--- src/rtl/maxpool_win_addr_gen_if.sv ---
// Address stream from the pooling-window generator to the max-pool compare datapath.
// The generator drives the master side and the consumer drives the slave side.
interface maxpool_win_addr_gen_if #(
  parameter int ADDR_W = 24
);
  logic [ADDR_W-1:0] addr_out;
  logic              addr_valid;
  logic              addr_ready;
  logic              win_last;
  logic              frame_done;

  modport master (
    output addr_out,
    output addr_valid,
    output win_last,
    output frame_done,
    input  addr_ready
  );

  modport slave (
    input  addr_out,
    input  addr_valid,
    input  win_last,
    input  frame_done,
    output addr_ready
  );
endinterface

--- src/rtl/maxpool_win_addr_gen.sv ---
// Walks every output pixel of a frame and streams the K x K line-buffer addresses of its
// pooling window (row * in_w + col) through a registered multiply pipeline.
module maxpool_win_addr_gen #(
  parameter int ROW_W   = 16,
  parameter int LW_W    = 8,
  parameter int ADDR_W  = 24,
  parameter int MUL_LAT = 4
) (
  input  logic              ap_clk,
  input  logic              ap_rst_n,
  input  logic              start,
  input  logic [7:0]        cfg_out_h,
  input  logic [7:0]        cfg_out_w,
  input  logic [LW_W-1:0]   cfg_in_w,
  input  logic [1:0]        cfg_k,
  input  logic [1:0]        cfg_stride,
  output logic              busy,
  maxpool_win_addr_gen_if.master st
);
  // The issue register doubles as the multiplier operand stage, leaving DL product stages.
  localparam int DL = MUL_LAT - 1;

  typedef enum logic [1:0] {IDLE = 2'd0, RUN = 2'd1, DRAIN = 2'd2} state_t;

  state_t state_r, state_nx_s;
  logic [7:0]        out_h_r, out_w_r, oy_r, ox_r;
  logic [LW_W-1:0]   in_w_r;
  logic [1:0]        k_r, s_r, ky_r, kx_r;
  logic              ce_s, issue_s, drain_exit_s, pipe_empty_s, last_hs_s;
  logic              kx_end_s, ky_end_s, ox_end_s, oy_end_s, frame_end_s;
  logic [ROW_W-1:0]  row_nx_s, col_nx_s;

  logic              v1_r, wl1_r, fl1_r;
  logic [ROW_W-1:0]  row_r, col_r;
  logic [ADDR_W-1:0] prod_r [0:DL-1];
  logic [ROW_W-1:0]  dcol_r [0:DL-1];
  logic [DL-1:0]     dv_r, dwl_r, dfl_r;
  logic [ADDR_W-1:0] addr_out_r;
  logic              addr_valid_r, win_last_r, flast_r, frame_done_r, busy_r;

  // Stall enable, window/frame position decode and row/col of the index being issued.
  always_comb begin
    ce_s         = !(addr_valid_r && !st.addr_ready);
    kx_end_s     = (kx_r == (k_r - 2'd1));
    ky_end_s     = (ky_r == (k_r - 2'd1));
    ox_end_s     = (ox_r == (out_w_r - 8'd1));
    oy_end_s     = (oy_r == (out_h_r - 8'd1));
    frame_end_s  = kx_end_s && ky_end_s && ox_end_s && oy_end_s;
    row_nx_s     = ROW_W'(oy_r) * ROW_W'(s_r) + ROW_W'(ky_r);
    col_nx_s     = ROW_W'(ox_r) * ROW_W'(s_r) + ROW_W'(kx_r);
    pipe_empty_s = !v1_r && !(|dv_r) && !addr_valid_r;
    last_hs_s    = addr_valid_r && st.addr_ready && flast_r;
  end

  // FSM state register.
  always_ff @(posedge ap_clk or negedge ap_rst_n) begin
    if (!ap_rst_n) begin
      state_r <= IDLE;
    end else begin
      state_r <= state_nx_s;
    end
  end

  // FSM next-state logic; an empty frame goes straight to DRAIN.
  always_comb begin
    state_nx_s = state_r;
    case (state_r)
      IDLE: begin
        if (start) begin
          if ((cfg_out_h == 8'd0) || (cfg_out_w == 8'd0)) begin
            state_nx_s = DRAIN;
          end else begin
            state_nx_s = RUN;
          end
        end else begin
          state_nx_s = IDLE;
        end
      end
      RUN: begin
        if (issue_s && frame_end_s) begin
          state_nx_s = DRAIN;
        end else begin
          state_nx_s = RUN;
        end
      end
      DRAIN: begin
        if (last_hs_s || pipe_empty_s) begin
          state_nx_s = IDLE;
        end else begin
          state_nx_s = DRAIN;
        end
      end
      default: state_nx_s = IDLE;
    endcase
  end

  // FSM outputs: issue strobe and end-of-frame detection.
  always_comb begin
    issue_s      = 1'b0;
    drain_exit_s = 1'b0;
    case (state_r)
      RUN:     issue_s      = ce_s;
      DRAIN:   drain_exit_s = (state_nx_s == IDLE);
      default: begin
        issue_s      = 1'b0;
        drain_exit_s = 1'b0;
      end
    endcase
  end

  // Shadow config and nested oy/ox/ky/kx issue counters.
  always_ff @(posedge ap_clk or negedge ap_rst_n) begin
    if (!ap_rst_n) begin
      out_h_r <= 8'd0;
      out_w_r <= 8'd0;
      in_w_r  <= '0;
      k_r     <= 2'd1;
      s_r     <= 2'd1;
      oy_r    <= 8'd0;
      ox_r    <= 8'd0;
      ky_r    <= 2'd0;
      kx_r    <= 2'd0;
    end else if ((state_r == IDLE) && start) begin
      out_h_r <= cfg_out_h;
      out_w_r <= cfg_out_w;
      in_w_r  <= cfg_in_w;
      k_r     <= (cfg_k == 2'd0) ? 2'd1 : cfg_k;
      s_r     <= (cfg_stride == 2'd0) ? 2'd1 : cfg_stride;
      oy_r    <= 8'd0;
      ox_r    <= 8'd0;
      ky_r    <= 2'd0;
      kx_r    <= 2'd0;
    end else if (issue_s) begin
      if (kx_end_s) begin
        kx_r <= 2'd0;
        if (ky_end_s) begin
          ky_r <= 2'd0;
          if (ox_end_s) begin
            ox_r <= 8'd0;
            oy_r <= oy_r + 8'd1;
          end else begin
            ox_r <= ox_r + 8'd1;
          end
        end else begin
          ky_r <= ky_r + 2'd1;
        end
      end else begin
        kx_r <= kx_r + 2'd1;
      end
    end else begin
      kx_r <= kx_r;
    end
  end

  // Issue stage, product pipeline with matched col/flag delay line, and registered add.
  always_ff @(posedge ap_clk or negedge ap_rst_n) begin
    if (!ap_rst_n) begin
      v1_r         <= 1'b0;
      wl1_r        <= 1'b0;
      fl1_r        <= 1'b0;
      row_r        <= '0;
      col_r        <= '0;
      dv_r         <= '0;
      dwl_r        <= '0;
      dfl_r        <= '0;
      addr_out_r   <= '0;
      addr_valid_r <= 1'b0;
      win_last_r   <= 1'b0;
      flast_r      <= 1'b0;
      for (int i = 0; i < DL; i++) begin
        prod_r[i] <= '0;
        dcol_r[i] <= '0;
      end
    end else if (ce_s) begin
      v1_r      <= issue_s;
      wl1_r     <= issue_s && kx_end_s && ky_end_s;
      fl1_r     <= issue_s && frame_end_s;
      row_r     <= row_nx_s;
      col_r     <= col_nx_s;
      prod_r[0] <= ADDR_W'(row_r) * ADDR_W'(in_w_r);
      dcol_r[0] <= col_r;
      dv_r[0]   <= v1_r;
      dwl_r[0]  <= wl1_r;
      dfl_r[0]  <= fl1_r;
      for (int i = 1; i < DL; i++) begin
        prod_r[i] <= prod_r[i-1];
        dcol_r[i] <= dcol_r[i-1];
        dv_r[i]   <= dv_r[i-1];
        dwl_r[i]  <= dwl_r[i-1];
        dfl_r[i]  <= dfl_r[i-1];
      end
      addr_out_r   <= prod_r[DL-1] + ADDR_W'(dcol_r[DL-1]);
      addr_valid_r <= dv_r[DL-1];
      win_last_r   <= dwl_r[DL-1];
      flast_r      <= dfl_r[DL-1];
    end else begin
      addr_valid_r <= addr_valid_r;
    end
  end

  // Frame-done pulse and busy flag.
  always_ff @(posedge ap_clk or negedge ap_rst_n) begin
    if (!ap_rst_n) begin
      frame_done_r <= 1'b0;
      busy_r       <= 1'b0;
    end else begin
      frame_done_r <= drain_exit_s;
      busy_r       <= (state_nx_s != IDLE);
    end
  end

  assign st.addr_out   = addr_out_r;
  assign st.addr_valid = addr_valid_r;
  assign st.win_last   = win_last_r;
  assign st.frame_done = frame_done_r;
  assign busy          = busy_r;
endmodule
--- src/flat_wrapper.sv ---
// flat-port wrapper written by rule: the top's interface ports become plain ports
module maxpool_win_addr_gen_flat 
#(
  parameter int ROW_W   = 16,
  parameter int LW_W    = 8,
  parameter int ADDR_W  = 24,
  parameter int MUL_LAT = 4
)
  (ap_clk, ap_rst_n, start, cfg_out_h, cfg_out_w, cfg_in_w, cfg_k, cfg_stride, busy, st_addr_out, st_addr_valid, st_win_last, st_frame_done, st_addr_ready);
  maxpool_win_addr_gen_if #(.ADDR_W(ADDR_W)) st_i ();
  input  logic ap_clk;
  input  logic ap_rst_n;
  input  logic start;
  input  logic [7:0] cfg_out_h;
  input  logic [7:0] cfg_out_w;
  input  logic [LW_W-1:0] cfg_in_w;
  input  logic [1:0] cfg_k;
  input  logic [1:0] cfg_stride;
  output logic busy;
  output wire logic [$bits(st_i.addr_out)-1:0] st_addr_out;
  output wire logic [$bits(st_i.addr_valid)-1:0] st_addr_valid;
  output wire logic [$bits(st_i.win_last)-1:0] st_win_last;
  output wire logic [$bits(st_i.frame_done)-1:0] st_frame_done;
  input wire logic [$bits(st_i.addr_ready)-1:0] st_addr_ready;
  assign st_addr_out = st_i.addr_out;
  assign st_addr_valid = st_i.addr_valid;
  assign st_win_last = st_i.win_last;
  assign st_frame_done = st_i.frame_done;
  assign st_i.addr_ready = st_addr_ready;
  maxpool_win_addr_gen #(.ROW_W(ROW_W), .LW_W(LW_W), .ADDR_W(ADDR_W), .MUL_LAT(MUL_LAT)) u_core (.ap_clk(ap_clk), .ap_rst_n(ap_rst_n), .start(start), .cfg_out_h(cfg_out_h), .cfg_out_w(cfg_out_w), .cfg_in_w(cfg_in_w), .cfg_k(cfg_k), .cfg_stride(cfg_stride), .busy(busy), .st(st_i));
endmodule
--- config.mk ---
export PLATFORM = sky130hd
export DESIGN_NAME = maxpool_win_addr_gen_flat
export DESIGN_NICKNAME = d
export VERILOG_FILES = /design/src/rtl/maxpool_win_addr_gen_if.sv /design/src/rtl/maxpool_win_addr_gen.sv /design/src/flat_wrapper.sv
export SDC_FILE = /design/constraint.sdc
export NUM_CORES = 1
export LEC_CHECK = 0
export ABC_AREA = 1
export CAP_MARGIN = 20
export CORE_ASPECT_RATIO = 0.9
export CORE_MARGIN = 1.5
export CORE_UTILIZATION = 46
export CTS_CLUSTER_DIAMETER = 80
export DETAILED_ROUTE_END_ITERATION = 8
export DONT_BUFFER_PORTS = 1
export RECOVER_POWER = 100
export SETUP_SLACK_MARGIN = 0.15
export SLEW_MARGIN = 20
export SYNTH_ARGS = -nofsm -noshare
export SYNTH_HDL_FRONTEND = slang
export SYNTH_SLANG_ARGS = --single-unit
--- constraint.sdc ---
create_clock -name ap_clk -period 8.8 [get_ports ap_clk]
set_input_delay 0.88 -clock ap_clk [delete_from_list [all_inputs] [get_ports ap_clk]]
set_output_delay 0.88 -clock ap_clk [all_outputs]
set_load 0.005 [all_outputs]
==> flow_metrics.py, run 1 <==
metrics = {
    "run_status": {
        "status": "finished with violations",
        "violations": "DRC, capacitance limit, slew limit",
    },
    "die": {
        "die_h_um": 162,
        "ios": 60,
        "die_w_um": 180,
        "die-area_mm2": 0.0292,
        "fp-row-count": 58,
        "start_util": 0.466,
        "core_mm2": 0.0279,
    },
    "worst_setup_path": {
        "reg2reg_to": "u_core.prod_r[63]",
        "start_kind": "flip-flop",
        "crit_path_max_fanout": 104,
        "critical_path_required_ns": 9.09,
        "path_class": "flip-flop to flip-flop",
        "r2r_start": "u_core.st.addr_valid",
        "end_kind": "flip-flop",
        "crit_arrival_ns": 5.77,
        "reg2reg_slack_ns": 3.32,
        "r2r.worst_path.cells": 7,
    },
    "yosys": {
        "ys.flop_type": "dfrtp_1",
        "async_flop_share": 1.00,
        "synth.avg_cell_area_um2": 7.65,
        "yosysUniqueCellTypes": 50,
        "synth.cell_area_mm2": 0.0130,
        "synth_top_area_share": 0.378,
        "yosysSeqAreaShare": 0.382,
        "synth.most_common_cell": "nand2_1",
        "yosysWarningCount": 0,
        "synthCells": 1696,
        "synth_edf_count": 0,
        "yosysTopAreaCell": "dfrtp_1",
        "ys_ff_latch": 198,
        "yosys-top-cells-count": "587 x nand2_1, 285 x inv_1, 196 x dfrtp_1",
        "synth_area_leaders": "dfrtp_1 38%, nand2_1 17%, ha_1 8.3%",
    },
    "sta": {
        "fin_crit_ns": 5.48,
        "tightest_slew_ns": 3.32,
        "fmax_mhz": 183,
        "final_hold_viol_count": 0,
        "fin_crit_sh": 0.622,
        "rsz0062_at_grt": "no",
        "hold_slack_ns": 0.130,
        "slew_violations": 130,
        "tns_ns": 0,
        "fin_skew_ns": 0.0120,
        "max-slew-margin-rel": -1.21,
        "setup_violations": 0,
    },
    "global_route": {
        "grt_overflow_total": 0,
        "grt_max_degree": 199,
        "met2_usage": 0.302,
        "busiest_layer": "met2",
        "use_met1": 0.278,
        "grt_pass1_wl_um": 46300,
        "track_usage": 0.193,
        "grt_antenna_before_repair": 0,
        "met3_usage": 0.0307,
        "grt_pass1_vias": 9812,
    },
    "cells_and_area": {
        "layout-drive-gt1-share": 0.0377,
        "synthToLayoutAreaGrowth_pct": 6.29,
        "fillCellCount": 2856,
        "nets": 1827,
        "antenna_cells": 0,
    },
    "clock_network": {
        "postCtsSetupBuffers": 0,
        "cts_max_level": 4,
        "cts_tree": "done",
        "root_buffer": "clkbuf_16",
        "cts_buffers": 17,
        "cts_resized": 0,
        "cts_max_path_buffers": 2,
        "ctsHoldBuffers": 0,
        "cts.clk_slew.worst_paths_ns": 0.08,
        "cts_sinks": 198,
        "clock_latency_ns": 0.45,
    },
    "pwr": {
        "ir_drop_v": 0.000169,
        "power.leakage_nw": 7.87,
        "p_per_area_mw_per_mm2": 301,
    },
    "hold_path": {
        "hold_path_class": "primary input to asynchronous set/reset pin",
    },
    "detailed_routing": {
        "finalWirelength_um": 25900,
        "antenna_left": 0,
        "vias_per_cell": 4.85,
        "wl_per_cell_um": 12.8,
        "num_vias": 9845,
        "drc": 6,
        "drtIter0Drc": 528,
        "drt_first_pass_iters": 8,
    },
    "flow_run": {
        "max-cap-violations": 2,
    },
    "placed_design": {
        "routabilityCongestion": 0.850,
        "port_buffers": 0,
        "hpwl_um": 18800,
    },
}
[state kept, by name, indices dropped and copies added, names as in the netlist, 10 cells and up]
| register | flops |
|---|---|
| u_core.dcol_r | 30 |
| u_core.row_r | 10 |
| u_core.prod_r | 60 |
| u_core.col_r | 10 |
| u_core.st.addr_out | 21 |
[power breakdown]
part           internal (mW)  leakage (nW)  switching (mW)  total, mW
Sequential              1.25          2.56           0.336       1.58
Combinational          0.653          5.00            1.08       1.73
Clock                  0.449         0.307           0.383      0.832
Total                   2.35          7.87            1.79       4.15
[cell families after synthesis]
family | after synthesis | share of synthesized area
fa+ha+maj | 139 | 0.165
compound gates | 196 | 0.0820
buf+inv | 359 | 0.106
other cells | 1 | 0.000289
simple gates | 768 | 0.241
xor+xnor | 35 | 0.0236
flops | 198 | 0.382
[layer usage]
metal  wire length (µm)  vias up
met3                864       25
met5                  0        -
met1              13700     4549
li1                   -     5117
met2              11000      154
met4                353        0
[metrics by stage]
step                utilization  power (mW)  worst slack [ns]  instances  area (µm²)
floorplan                     -        2.94              4.46       1698       13000
global placement          0.474        3.31              4.25       1997       13200
detailed placement        0.474        3.35              4.19       1997       13200
CTS                       0.496        4.21              4.16       2029       13800
global route              0.495        4.60              2.52       2029       13800
finish                    0.495        4.15              3.32       2029       13800
[cell usage in the layout, fill, tap and decap left out, drive strengths merged, types with 11 or more instances in the layout]
master	n
a21oi	44
clkbuf	22
dfrtp	196
fa	53
ha	86
inv	297
nand2	594
nand3	62
nand4	11
nor2	76
o21ai	123
xnor2	11
xor2	24
[worst max-delay path, stage by stage (launching register included)]
cell and delay [ns]:
dfrtp_1 0.37, inv_1 0.08, nor2_1 0.48, clkbuf_1 2.39, clkinv_2 0.91, buf_4 0.67
nand3_1 0.24, o21ai_0 0.10
[worst max path at each step]
stage,from,end,cells past startpoint
6_report,u_core.st.addr_valid,u_core.prod_r[63],7
5_1_grt,u_core.st.addr_valid,u_core.prod_r[60],7
4_1_cts,u_core.in_w_r[7],u_core.prod_r[64],17
3_5_place_dp,u_core.in_w_r[7],u_core.prod_r[64],17
3_3_place_gp,u_core.in_w_r[7],u_core.prod_r[64],19
2_1_floorplan,u_core.in_w_r[7],u_core.prod_r[64],20
[layout make-up]
type                            count  area (µm²)  share of cell area
Inverter                          293        1100              0.0799
Timing Repair Buffer                5        26.3             0.00191
Sequential cell                   198        4960               0.360
Clock buffer                       19         453              0.0328
Clock inverter                     13         183              0.0132
Multi-Input combinational cell   1141        6620               0.480
Tap cell                          360         450              0.0327
(Power assumes the default switching activity.)
==> run 2, diff against run 1 <==
clock period = 5.6 ns   (was 8.8 ns; I/O delays follow)
==> run 2 against run 1 <==
Effect of this change: count of clock-buffer cells in the layout decreased by 2; global-route usage about the same; routed wire length about the same; the run still ends with DRC, capacitance limit, slew limit left; largest power group unchanged.
==> flow_metrics.py, run 2 (synthesis results as in run 1) <==
metrics = {
    "run_status": {
        "status": "finished with violations",
        "violations": "DRC, capacitance limit, slew limit",
    },
    "die": {
        "start_util": 0.466,
        "die_w_um": 180,
        "die-area_mm2": 0.0292,
        "core_mm2": 0.0279,
        "die_h_um": 162,
        "ios": 60,
        "fp-row-count": 58,
    },
    "worst_setup_path": {
        "crit_slowest_cell": "fa_1",
        "crit_arrival_ns": 5.02,
        "start_kind": "flip-flop",
        "reg2reg_to": "u_core.prod_r[61]",
        "reg2reg_slack_ns": 0.85,
        "critical_path_required_ns": 5.88,
        "critPathMaxStageDelay_ns": 0.55,
        "r2r_start": "u_core.in_w_r[4]",
        "r2r.worst_path.cells": 18,
        "crit_chain": "nand2_1, inv_1, fa_1, fa_1, inv_1, fa_1, fa_1, inv_1, ha_1, nand2_1, o21ai_0, a21boi_0, o21ai_0, inv_1, nor2_1, o21ai_0, nand3_1, o21ai_0",
        "path_class": "flip-flop to flip-flop",
        "end_kind": "flip-flop",
        "crit_path_max_fanout": 11,
    },
    "sta": {
        "tightest_slew_ns": 4.36,
        "fmax_mhz": 211,
        "rsz0062_at_grt": "no",
        "setup_violations": 0,
        "max-slew-margin-rel": -1.91,
        "fin_skew_ns": 0.0144,
        "final_hold_viol_count": 0,
        "tns_ns": 0,
        "fin_crit_ns": 4.75,
        "fin_crit_sh": 0.848,
        "slew_violations": 199,
    },
    "global_route": {
        "track_usage": 0.193,
        "grt_max_degree": 199,
        "grt_overflow_total": 0,
        "grt_pass1_wl_um": 46400,
        "grt_antenna_before_repair": 0,
        "grt_pass1_vias": 9697,
    },
    "clock_network": {
        "postCtsSetupBuffers": 0,
        "cts.clk_slew.worst_paths_ns": 0.09,
        "clock_latency_ns": 0.45,
        "root_buffer": "clkbuf_16",
        "cts_buffers": 17,
        "cts_sinks": 198,
        "cts_max_level": 4,
        "cts_max_path_buffers": 2,
        "cts_tree": "done",
    },
    "detailed_routing": {
        "drtIter0Drc": 549,
        "drc": 6,
        "vias_per_cell": 4.82,
        "drt_first_pass_iters": 7,
        "antenna_left": 0,
        "wl_per_cell_um": 12.8,
        "finalWirelength_um": 25900,
        "num_vias": 9775,
    },
    "cells_and_area": {
        "nets": 1828,
        "layout-drive-gt1-share": 0.0383,
        "multi_input_area_mm2": 0.00662,
        "regArea_mm2": 0.00496,
        "fin_area_mm2": 0.0137,
        "most-common-layout-cells": "590 x nand2_1, 286 x inv_1, 196 x dfrtp_1",
        "final_cells": 2030,
        "final_common_cell": "nand2_1",
        "fillCellCount": 2768,
        "top_register": "u_core.prod_r",
        "synthToLayoutAreaGrowth_pct": 5.94,
        "antenna_cells": 0,
        "largest_register_ffs": 60,
    },
    "placed_design": {
        "routabilityCongestion": 0.844,
        "dp.cells": 1997,
        "placed_area_mm2": 0.0132,
        "hpwl_um": 18800,
        "port_buffers": 0,
    },
    "hold_path": {
        "min_to": "u_core.out_w_r[5]",
        "whs_path_depth": 2,
        "hold_start": "cfg_out_w[5]",
        "hold_path_class": "primary input to flip-flop",
    },
    "flow_run": {
        "max-cap-violations": 2,
    },
    "pwr": {
        "p_per_area_mw_per_mm2": 469,
        "power.leakage_nw": 7.84,
        "ir_drop_v": 0.000250,
    },
}
-- run 2: how the worst max path moves through the flow --
stage / startpoint / end / slack [ns]
after floorplan: u_core.in_w_r[7] / u_core.prod_r[64] / 1.26
after global placement: u_core.in_w_r[7] / u_core.prod_r[64] / 1.08
after global routing: ap_rst_n / u_core.row_r[4] / 0.48
after detailed placement: u_core.in_w_r[7] / u_core.prod_r[64] / 1.0
final: u_core.in_w_r[4] / u_core.prod_r[61] / 0.85
after CTS: u_core.in_w_r[7] / u_core.prod_r[64] / 0.98
-- run 2: cell type report --
| class | instances | area share |
|---|---|---|
| multi-input cells | 1141 | 0.481 |
| flip-flops and latches | 198 | 0.361 |
| inverters | 293 | 0.0801 |
| well taps | 360 | 0.0328 |
| clock buffers | 17 | 0.0310 |
| clock inverters | 15 | 0.0117 |
| repair buffers | 6 | 0.00237 |
-- run 2: where the power goes --
group          switching [mW]  leakage, nW  internal [mW]
Clock                   0.618        0.278          0.598
Combinational            1.72         5.00           1.02
Sequential              0.529         2.56           1.96
Total                    2.86         7.84           3.58
-- run 2: timing repair --
| action | CTS | global route |
|---|---|---|
| hold endpoints to repair | 198 | 0 |
| resized for setup | 0 | 0 |
| hold buffers | 1 | 0 |
-- run 2: worst max-delay path, delay by kind of cell, from the launching register on --
kind / cells / cell delay, ns
adders and majority gates: 5 / 2.35
buffers and inverters: 4 / 0.22
DFF: 1 / 0.52
and+or+nand+nor: 4 / 0.33
AOI/OAI and AO/OA: 5 / 1.16
-- run 2: per-stage QoR --
stage                     setup WS (ns)   util  hold WS, ns  power [mW]
after floorplan                    1.26      -        0.264        4.63
after global placement             1.08  0.474        0.279        5.21
after detailed placement           1.00  0.474        0.277        5.27
after CTS                         0.981  0.496        0.197        6.55
after global routing              0.478  0.493        0.210        7.17
final                             0.853  0.493        0.214        6.45
-- run 2: metal layers --
| layer | up-vias | GRT usage | part of all wire | routed length [µm] |
|---|---|---|---|---|
| met3 | 14 | 0.0305 | 0.038 | 990 |
| met1 | 4474 | 0.283 | 0.53 | 13700 |
| li1 | 5121 | - | - | - |
| met4 | 0 | 0.0455 | 0.0069 | 178 |
| met2 | 166 | 0.301 | 0.43 | 11000 |
| met5 | - | 0 | 0 | 0 |
